===== src/rtl/pcss_run_ctrl.sv =====
// +--------------------------------------------------------------------------+
// | pcss_run_ctrl: sequences config load, settle wait, tik-paced spike frames |
// | and completion wait onto the pcss_inf send channel.   Rev 1.0             |
// +--------------------------------------------------------------------------+
`default_nettype none

module pcss_run_ctrl #(
  parameter int DATA_WIDTH = 64,
  parameter int TIK_CNT_W  = 8,
  parameter int CFG_WAIT   = 100
) (
  input  logic                    clk,
  input  logic                    rst_n,
  input  logic                    start,
  input  logic                    abort,
  input  logic [31:0]             cfg_len,
  input  logic [TIK_CNT_W-1:0]    num_tiks,
  input  logic [DATA_WIDTH-1:0]   s_cfg_tdata,
  input  logic                    s_cfg_tvalid,
  output logic                    s_cfg_tready,
  input  logic [DATA_WIDTH-1:0]   s_spk_tdata,
  input  logic                    s_spk_tvalid,
  input  logic                    s_spk_tlast,
  output logic                    s_spk_tready,
  output logic [DATA_WIDTH-1:0]   m_tdata,
  output logic                    m_tvalid,
  output logic                    m_tlast,
  output logic [DATA_WIDTH/8-1:0] m_tkeep,
  input  logic                    m_tready,
  input  logic [DATA_WIDTH-1:0]   r_tdata,
  input  logic                    r_tvalid,
  input  logic                    tik,
  output logic                    busy,
  output logic                    done,
  output logic                    err_late,
  output logic [TIK_CNT_W-1:0]    tik_cnt,
  output logic [2:0]              state_o
);

  localparam int WAIT_W = (CFG_WAIT > 1) ? $clog2(CFG_WAIT) : 1;
  localparam logic [WAIT_W-1:0] WAIT_LOAD = WAIT_W'(CFG_WAIT - 1);

  typedef enum logic [2:0] {
    ST_IDLE      = 3'd0,
    ST_CFG       = 3'd1,
    ST_CFG_WAIT  = 3'd2,
    ST_SPK       = 3'd3,
    ST_WAIT_TIK  = 3'd4,
    ST_DONE_WAIT = 3'd5
  } state_t;

  state_t                 state;
  logic [31:0]            cfg_len_q;
  logic [31:0]            beat_cnt;
  logic [TIK_CNT_W-1:0]   num_tiks_q;
  logic [WAIT_W-1:0]      wait_cnt;
  logic                   pending;
  logic                   tik_dly;

  logic                   tik_fall;
  logic                   cfg_last;
  logic [TIK_CNT_W-1:0]   tik_next;

  assign tik_fall = tik_dly & ~tik;
  assign cfg_last = (beat_cnt == cfg_len_q - 32'd1);
  assign tik_next = tik_cnt + TIK_CNT_W'(1);

  assign m_tkeep = '1;
  assign busy    = (state != ST_IDLE);
  assign state_o = state;

  // Zero-latency passthrough selected by the registered state.
  always_comb begin
    m_tdata      = '0;
    m_tvalid     = 1'b0;
    m_tlast      = 1'b0;
    s_cfg_tready = 1'b0;
    s_spk_tready = 1'b0;
    case (state)
      ST_CFG: begin
        m_tdata      = s_cfg_tdata;
        m_tvalid     = s_cfg_tvalid;
        m_tlast      = cfg_last;
        s_cfg_tready = m_tready;
      end
      ST_SPK: begin
        m_tdata      = s_spk_tdata;
        m_tvalid     = s_spk_tvalid;
        m_tlast      = s_spk_tlast;
        s_spk_tready = m_tready;
      end
      default: ;
    endcase
  end

  always_ff @(posedge clk or negedge rst_n) begin
    if (!rst_n) begin
      state      <= ST_IDLE;
      cfg_len_q  <= '0;
      beat_cnt   <= '0;
      num_tiks_q <= '0;
      wait_cnt   <= '0;
      pending    <= 1'b0;
      tik_dly    <= 1'b0;
      tik_cnt    <= '0;
      err_late   <= 1'b0;
      done       <= 1'b0;
    end else begin
      tik_dly <= tik;
      done    <= 1'b0;
      if (abort) begin
        state <= ST_IDLE;
      end else begin
        case (state)
          ST_IDLE: begin
            if (start) begin
              cfg_len_q  <= cfg_len;
              num_tiks_q <= num_tiks;
              tik_cnt    <= '0;
              err_late   <= 1'b0;
              beat_cnt   <= '0;
              pending    <= 1'b0;
              wait_cnt   <= WAIT_LOAD;
              state      <= (cfg_len != 32'd0) ? ST_CFG : ST_CFG_WAIT;
            end
          end
          ST_CFG: begin
            if (s_cfg_tvalid && m_tready) begin
              beat_cnt <= beat_cnt + 32'd1;
              if (cfg_last) begin
                wait_cnt <= WAIT_LOAD;
                state    <= ST_CFG_WAIT;
              end
            end
          end
          ST_CFG_WAIT: begin
            if (wait_cnt == '0)
              state <= (num_tiks_q != '0) ? ST_SPK : ST_DONE_WAIT;
            else
              wait_cnt <= wait_cnt - WAIT_W'(1);
          end
          ST_SPK: begin
            if (s_spk_tvalid && m_tready && s_spk_tlast)
              state <= ST_WAIT_TIK;
          end
          ST_WAIT_TIK: begin
            // An edge that arrived early is consumed here without waiting.
            if (tik_fall || pending) begin
              tik_cnt <= tik_next;
              pending <= 1'b0;
              state   <= (tik_next == num_tiks_q) ? ST_DONE_WAIT : ST_SPK;
            end
          end
          ST_DONE_WAIT: begin
            if (r_tvalid && (r_tdata == {DATA_WIDTH{1'b1}})) begin
              done  <= 1'b1;
              state <= ST_IDLE;
            end
          end
          default: state <= ST_IDLE;
        endcase
      end
      if (tik_fall && (state != ST_IDLE) && (state != ST_WAIT_TIK)) begin
        err_late <= 1'b1;
        pending  <= 1'b1;
      end
    end
  end

endmodule

`default_nettype wire


===== config.mk =====
export PLATFORM = sky130hd
export DESIGN_NAME = pcss_run_ctrl
export DESIGN_NICKNAME = d
export VERILOG_FILES = /design/src/rtl/pcss_run_ctrl.sv
export SDC_FILE = /design/constraint.sdc
export NUM_CORES = 1
export LEC_CHECK = 0
export CAP_MARGIN = 10
export CORE_ASPECT_RATIO = 2
export CORE_MARGIN = 8
export CORE_UTILIZATION = 45
export DETAILED_ROUTE_END_ITERATION = 6
export GPL_TIMING_DRIVEN = 0
export PLACE_DENSITY = 0.95
export SLEW_MARGIN = 20
export SYNTH_ARGS = -nofsm -noshare
export SYNTH_HDL_FRONTEND = slang
export SYNTH_SLANG_ARGS = --single-unit

===== constraint.sdc =====
create_clock -name clk -period 5.5 [get_ports clk]
set_input_delay 1.375 -clock clk [delete_from_list [all_inputs] [get_ports clk]]
set_output_delay 1.375 -clock clk [all_outputs]
set_load 0.05 [all_outputs]

Word-level counts from Yosys, hierarchy flattened

Cells that the tools add are included.

Output and inout port bits: 90
Word-level logic and storage cells: 105
Input bits: 242
Bits in registers: 94

Equality and inequality tests: 24
Bitwise operators: 3
Add/sub/neg operators: 4
Muxes and demuxes: 39
Reduce and logical (&&, ||, !) cells: 25

Operators by type and width:

| cell                  | number |
|---|---|
| $pmux 64 s2           | 1 |
| $eq 64x64->1 const B  | 1 |
| $mux 32               | 2 |
| $pmux 32 s2           | 1 |
| $add 32x1->32 const B | 1 |
| $eq 32x32->1          | 1 |
| $reduce_bool 32->1    | 1 |
| $sub 32x1->32 const B | 1 |
| $mux 3                | 10 |
| $ne 3x3->1 const B    | 10 |
| $mux 7                | 4 |
| $pmux 7 s3            | 1 |
| $pmux 3 s6            | 1 |
| $mux 8                | 2 |
| $pmux 8 s2            | 1 |
| $mux 1                | 12 |
| $reduce_and 4->1      | 3 |
| $ne 2x2->1 const B    | 5 |
| $reduce_bool 3->1     | 3 |
| $add 8x1->8 const B   | 1 |
| $eq 8x8->1            | 1 |
| $reduce_bool 2->1     | 4 |
| $reduce_bool 8->1     | 1 |
| $logic_not 7->1       | 1 |
| 15 further kinds      | 26 |

Longest topological paths before layout

Depth after elaboration: 7
Gate-level depth with buffers: 10
Mapped depth without buffers: 10

Least setup slack after synthesis

OpenSTA, ideal clock, no wires.

Kind: register -> output
Start: register cfg_len_q[11]
End: output port m_tlast
Path slack: 1236 ps
Arrival: 2889 ps
Stages on the path, launching flop included: 9
Path buffers: 0
Data required time: 4125 ps
Cells stage by stage: dfrtp_1 or3_4 or2_1 or4_1 nor3_1 o22ai_1 or4_4 nor3_1 a21o_1

Longest elaborated chain between the ends: 3

Ends and longest elaborated chain:

| what                   | RTL line | RTL |
|---|---|---|
| from (decl)            | 53       | `logic [31:0] cfg_len_q;` |
| from (signal assigned) | 117      | `cfg_len_q <= cfg_len;` |
| $sub 32x1->32          | 65       | `assign cfg_last = (beat_cnt == cfg_len_q - 32'd1);` |
| $eq 32x32->1           | 65       |  |
| $pmux 1 s2             | 79       | `case (state)` |
| to (decl)              | 27       | `output logic m_tlast,` |

Every way passes these cells.

Final worst setup path

Start: register cfg_len_q[0]
End: output port m_tlast

The elaborated chain is that of the path after synthesis.

==> results by stage <==
Status:
- The flow ran to the end, and the final reports show no timing, DRC or antenna violations.

Synth:
- The post-synth design cell area is 6690 sq um.
- Yosys mapped the design onto 57 distinct sky130hd cell types.
- The total number of yosys warnings is 0.
- The sequential element share of the synthesized area is 35.2%.
- After synthesis the netlist holds a flip-flop and latch count of 94.
- The number of enable flip-flop cells after synthesis is 0.
- In the synthesized netlist the async set-or-reset flop fraction comes to 100%.
- The average instance area after synthesis is 8.12 sq um.
- The most used flip-flop cell after synthesis is sky130_fd_sc_hd__dfrtp_1.
- The cell count after synthesis came out at 823.

Power:
- Dividing total power by cell area gives a power density of 432 nW/um^2.
- The peak supply drop is 0.328 mV.
- In this run the static leakage power is 0.00432 uW.

Clock network:
- The number of gates resized after CTS was 1.
- The number of hold buffers added after CTS was 0.
- For the worst-skew pair, the clock arrives at the later sink with an insertion delay of 0.35 ns.
- Clock tree synthesis inserted a total of 9 buffers.
- The clock drives 94 sinks.
- The tree is rooted in a sky130_fd_sc_hd__clkbuf_16.
- The TritonCTS clock tree is built.
- In this run the deepest clock path goes through 2 buffers.
- The number of setup buffers added after CTS is 0.
- The count of H-tree levels built during CTS is 3.
- The clock-pin slew on the worst setup and hold paths is 0.06 ns.

Final layout:
- The area of all sequential standard cells is 2350 sq um.
- In the final layout, the multi-input gates occupy 4060 sq um.
- Of the cells placed in the final design, the portion with a size suffix greater than 1 is 3.34%.
- For this run, the post-layout net count is 1411.
- The utilization of the core after routing is 71.8%.
- From synthesis to final layout, the design area changed by 57.4%.
- Fill cells in the final layout number 1124.
- For this run, the number of standard cells in the final layout without fillers is 1372.

Die:
- The number of rows in the core area is 63.
- The core region is 14700 sq um.
- The die outline width is 102 um.
- The vertical die dimension is 188 um.
- The die outline area is 19300 sq um.
- The effective utilization at floorplan is 45.6%.
- In this run the count of I/O pins placed on the die edge is 332.

Setup path:
- The worst setup path is of the reg -> out kind.
- The largest fanout on the critical path is 5.
- The number of cells on the worst reg-to-reg path is 9.
- STA classifies the critical path startpoint as a flop.
- The nature of the critical path endpoint is a primary output.
- The worst endpoint data arrival time is 3.77 ns.
- The data required time at the worst endpoint is 4.12 ns.

Place:
- In this run, placement finished with an instance count of 1348.
- At the end of routability-driven placement, the weighted congestion stood at 1.03.
- The pre-CTS setup slack is 0.254 ns.
- The detailed placer's ending HPWL is 25.3 mm.
- In this run the tool buffered the top-level ports with 322 buffer cells.

Worst hold path:
- The worst hold path depth is 1.
- The path type of the worst min-delay path is reg -> reg.

Run:
- Across the run, the number of max-cap violations was 0.

STA:
- The number of pins with negative max-slew slack in the final report is 0.
- Setup repair after global routing left no endpoint under its margin.
- Setup violations remaining at the end of the flow were counted as 0.
- Measured against its own limit, the worst slew margin works out to 46.7%.
- On the final layout, the worst hold slack is 0.491 ns.
- The final worst-path cycle share is 93.5%.
- For the final database, setup skew stands at 0.00734 ns.
- The minimum setup slack in the final design is 0.359 ns.
- The count of endpoints failing hold in the final timing report is 0.
- At the pin with the least slew margin, the transition time is 0.793 ns.
- Based on the critical path, the design can be clocked at up to 195 MHz.
- The worst path needs 5.14 ns of the cycle, external delays included.

Drt:
- The count of vias placed by the detailed router is 7958.
- Using the TritonRoute via totals, the vias-per-cell ratio works out to 5.80.
- The remaining routing DRC violations is 0.
- The average wire per standard cell is 22.6 um.
- Wires add up to 31.0 mm.
- The count of nets left with antenna violations once routing finished came out at 0.
- The count of routing violations after the opening detailed-route iteration is 524.
- The first detailed-routing pass ran for 7 iterations.

Global route:
- The global-route wire length before repair is 45.6 mm.
- Entering global routing, the biggest net connects 63 pins.
- The total global routing track utilization is 31.3%.
- For this run the aggregate overflow at the end of global routing stands at 0.
- The number of global-route vias before repair is 8201.
- The number of antenna violations at the first check in global routing was 19.
power by group:
part           internal, uW  total, uW  switching (uW)
Clock                   365        638             273
Combinational          1050       2750            1710
Sequential              870       1150             281
Total                  2280       4540            2260
kinds of logic after synthesis:
logic type | after synthesis | synth area share [%]
AND/OR/NAND/NOR | 404 | 30.2
AO/OA/AOI/OAI | 161 | 17.6
flip-flops | 94 | 35.2
XOR/XNOR | 78 | 10.2
buffers and inverters | 71 | 4.45
multiplexers | 9 | 1.37
adder cells (fa/ha/maj) | 5 | 0.936
other | 1 | 0.0561
layer usage:
metal | vias to the layer above | wire, um | GRT usage, %
li1 | 3658 | - | -
met1 | 3650 | 10500 | 31.1
met2 | 506 | 14300 | 50.1
met3 | 122 | 4190 | 16.5
met4 | 22 | 1920 | 18.1
met5 | - | 149 | 0
cell type report:
| class | count | share of cell area, % |
|---|---|---|
| Tap cell | 195 | 2.32 |
| Timing Repair Buffer | 323 | 30.8 |
| Clock buffer | 11 | 2.31 |
| Multi-Input combinational cell | 665 | 38.6 |
| Antenna cell | 8 | 0.190 |
| Buffer | 53 | 2.19 |
| Sequential cell | 94 | 22.3 |
| Clock inverter | 5 | 0.559 |
| Inverter | 18 | 0.642 |
metrics by stage:
| stage | TNS [ns] | total power (uW) | cell area, sq um |
|---|---|---|---|
| after global placement | -22.50 | 3760 | 10200 |
| after floorplan | 0 | 2890 | 6710 |
| final | 0 | 4540 | 10500 |
| after detailed placement | 0 | 3850 | 10200 |
| after global routing | 0 | 4760 | 10500 |
| after CTS | 0 | 4510 | 10500 |
flip-flops by register name (all words and copies together), names as in the netlist:
signal / flops
state_o: 3
err_late: 1
done: 1
tik_dly: 1
cfg_len_q: 32
wait_cnt: 7
beat_cnt: 32
num_tiks_q: 8
pending: 1
tik_cnt: 8
cell usage after synthesis (12+ instances only):
| cell | instances | area, sq um |
|---|---|---|
| sky130_fd_sc_hd__nand2_1 | 152 | 571 |
| sky130_fd_sc_hd__dfrtp_1 | 94 | 2350 |
| sky130_fd_sc_hd__nor2_1 | 69 | 259 |
| sky130_fd_sc_hd__a22o_1 | 67 | 587 |
| sky130_fd_sc_hd__clkbuf_1 | 44 | 165 |
| sky130_fd_sc_hd__xnor2_1 | 44 | 385 |
| sky130_fd_sc_hd__xor2_1 | 34 | 298 |
| sky130_fd_sc_hd__nand4_1 | 32 | 200 |
| sky130_fd_sc_hd__o21ai_0 | 30 | 150 |
| sky130_fd_sc_hd__nor3_1 | 25 | 125 |
| sky130_fd_sc_hd__nand3_1 | 24 | 120 |
| sky130_fd_sc_hd__nor4_1 | 24 | 150 |
| sky130_fd_sc_hd__a21oi_1 | 18 | 90.1 |
| sky130_fd_sc_hd__inv_1 | 17 | 63.8 |
| sky130_fd_sc_hd__and3_1 | 14 | 87.6 |
| sky130_fd_sc_hd__or3_1 | 12 | 75.1 |
layout by cell type (no fill, tap or decap), drive strengths merged, types with 5 or more instances in the layout:
cell and instances:
clkdlybuf4s50 320, nand2 152, dfrtp 94, nor2 69, a22o 67, clkbuf 56
xnor2 44, xor2 34, nand4 32, o21ai 30, nor4 27, nor3 25
nand3 24, a21oi 18, inv 17, and3 14, or3 13, a31oi 11
buf 11, diode 8, mux2i 8, conb 8, nand3b 7, or4 7
nor2b 6, nand2b 6, and4 5, a21o 5, nor3b 5, ha 5
worst paths after layout:
path | endpoint | slack (ns) | startpoint
setup / recovery | m_tlast | 0.36 | cfg_len_q[0]
hold / removal | err_late | 0.49 | err_late
setup reg to reg | wait_cnt[3] | 1.76 | cfg_len_q[0]
hold reg to reg | err_late | 0.49 | err_late
max in group asynchronous | beat_cnt[5] | 3.97 | rst_n
min in group asynchronous | beat_cnt[18] | 0.91 | rst_n
worst max-delay path: stages, from the launching register on:
cell and delay, ns:
sky130_fd_sc_hd__dfrtp_1 0.42, sky130_fd_sc_hd__inv_1 0.09, sky130_fd_sc_hd__ha_1 0.23, sky130_fd_sc_hd__nor4b_2 0.48, sky130_fd_sc_hd__nand4_1 0.26, sky130_fd_sc_hd__or4b_1 0.56
sky130_fd_sc_hd__a211o_1 0.30, sky130_fd_sc_hd__or4_4 0.44, sky130_fd_sc_hd__nor3_1 0.18, sky130_fd_sc_hd__a21o_1 0.15, sky130_fd_sc_hd__clkbuf_2 0.31
(Power assumes the default switching activity.)
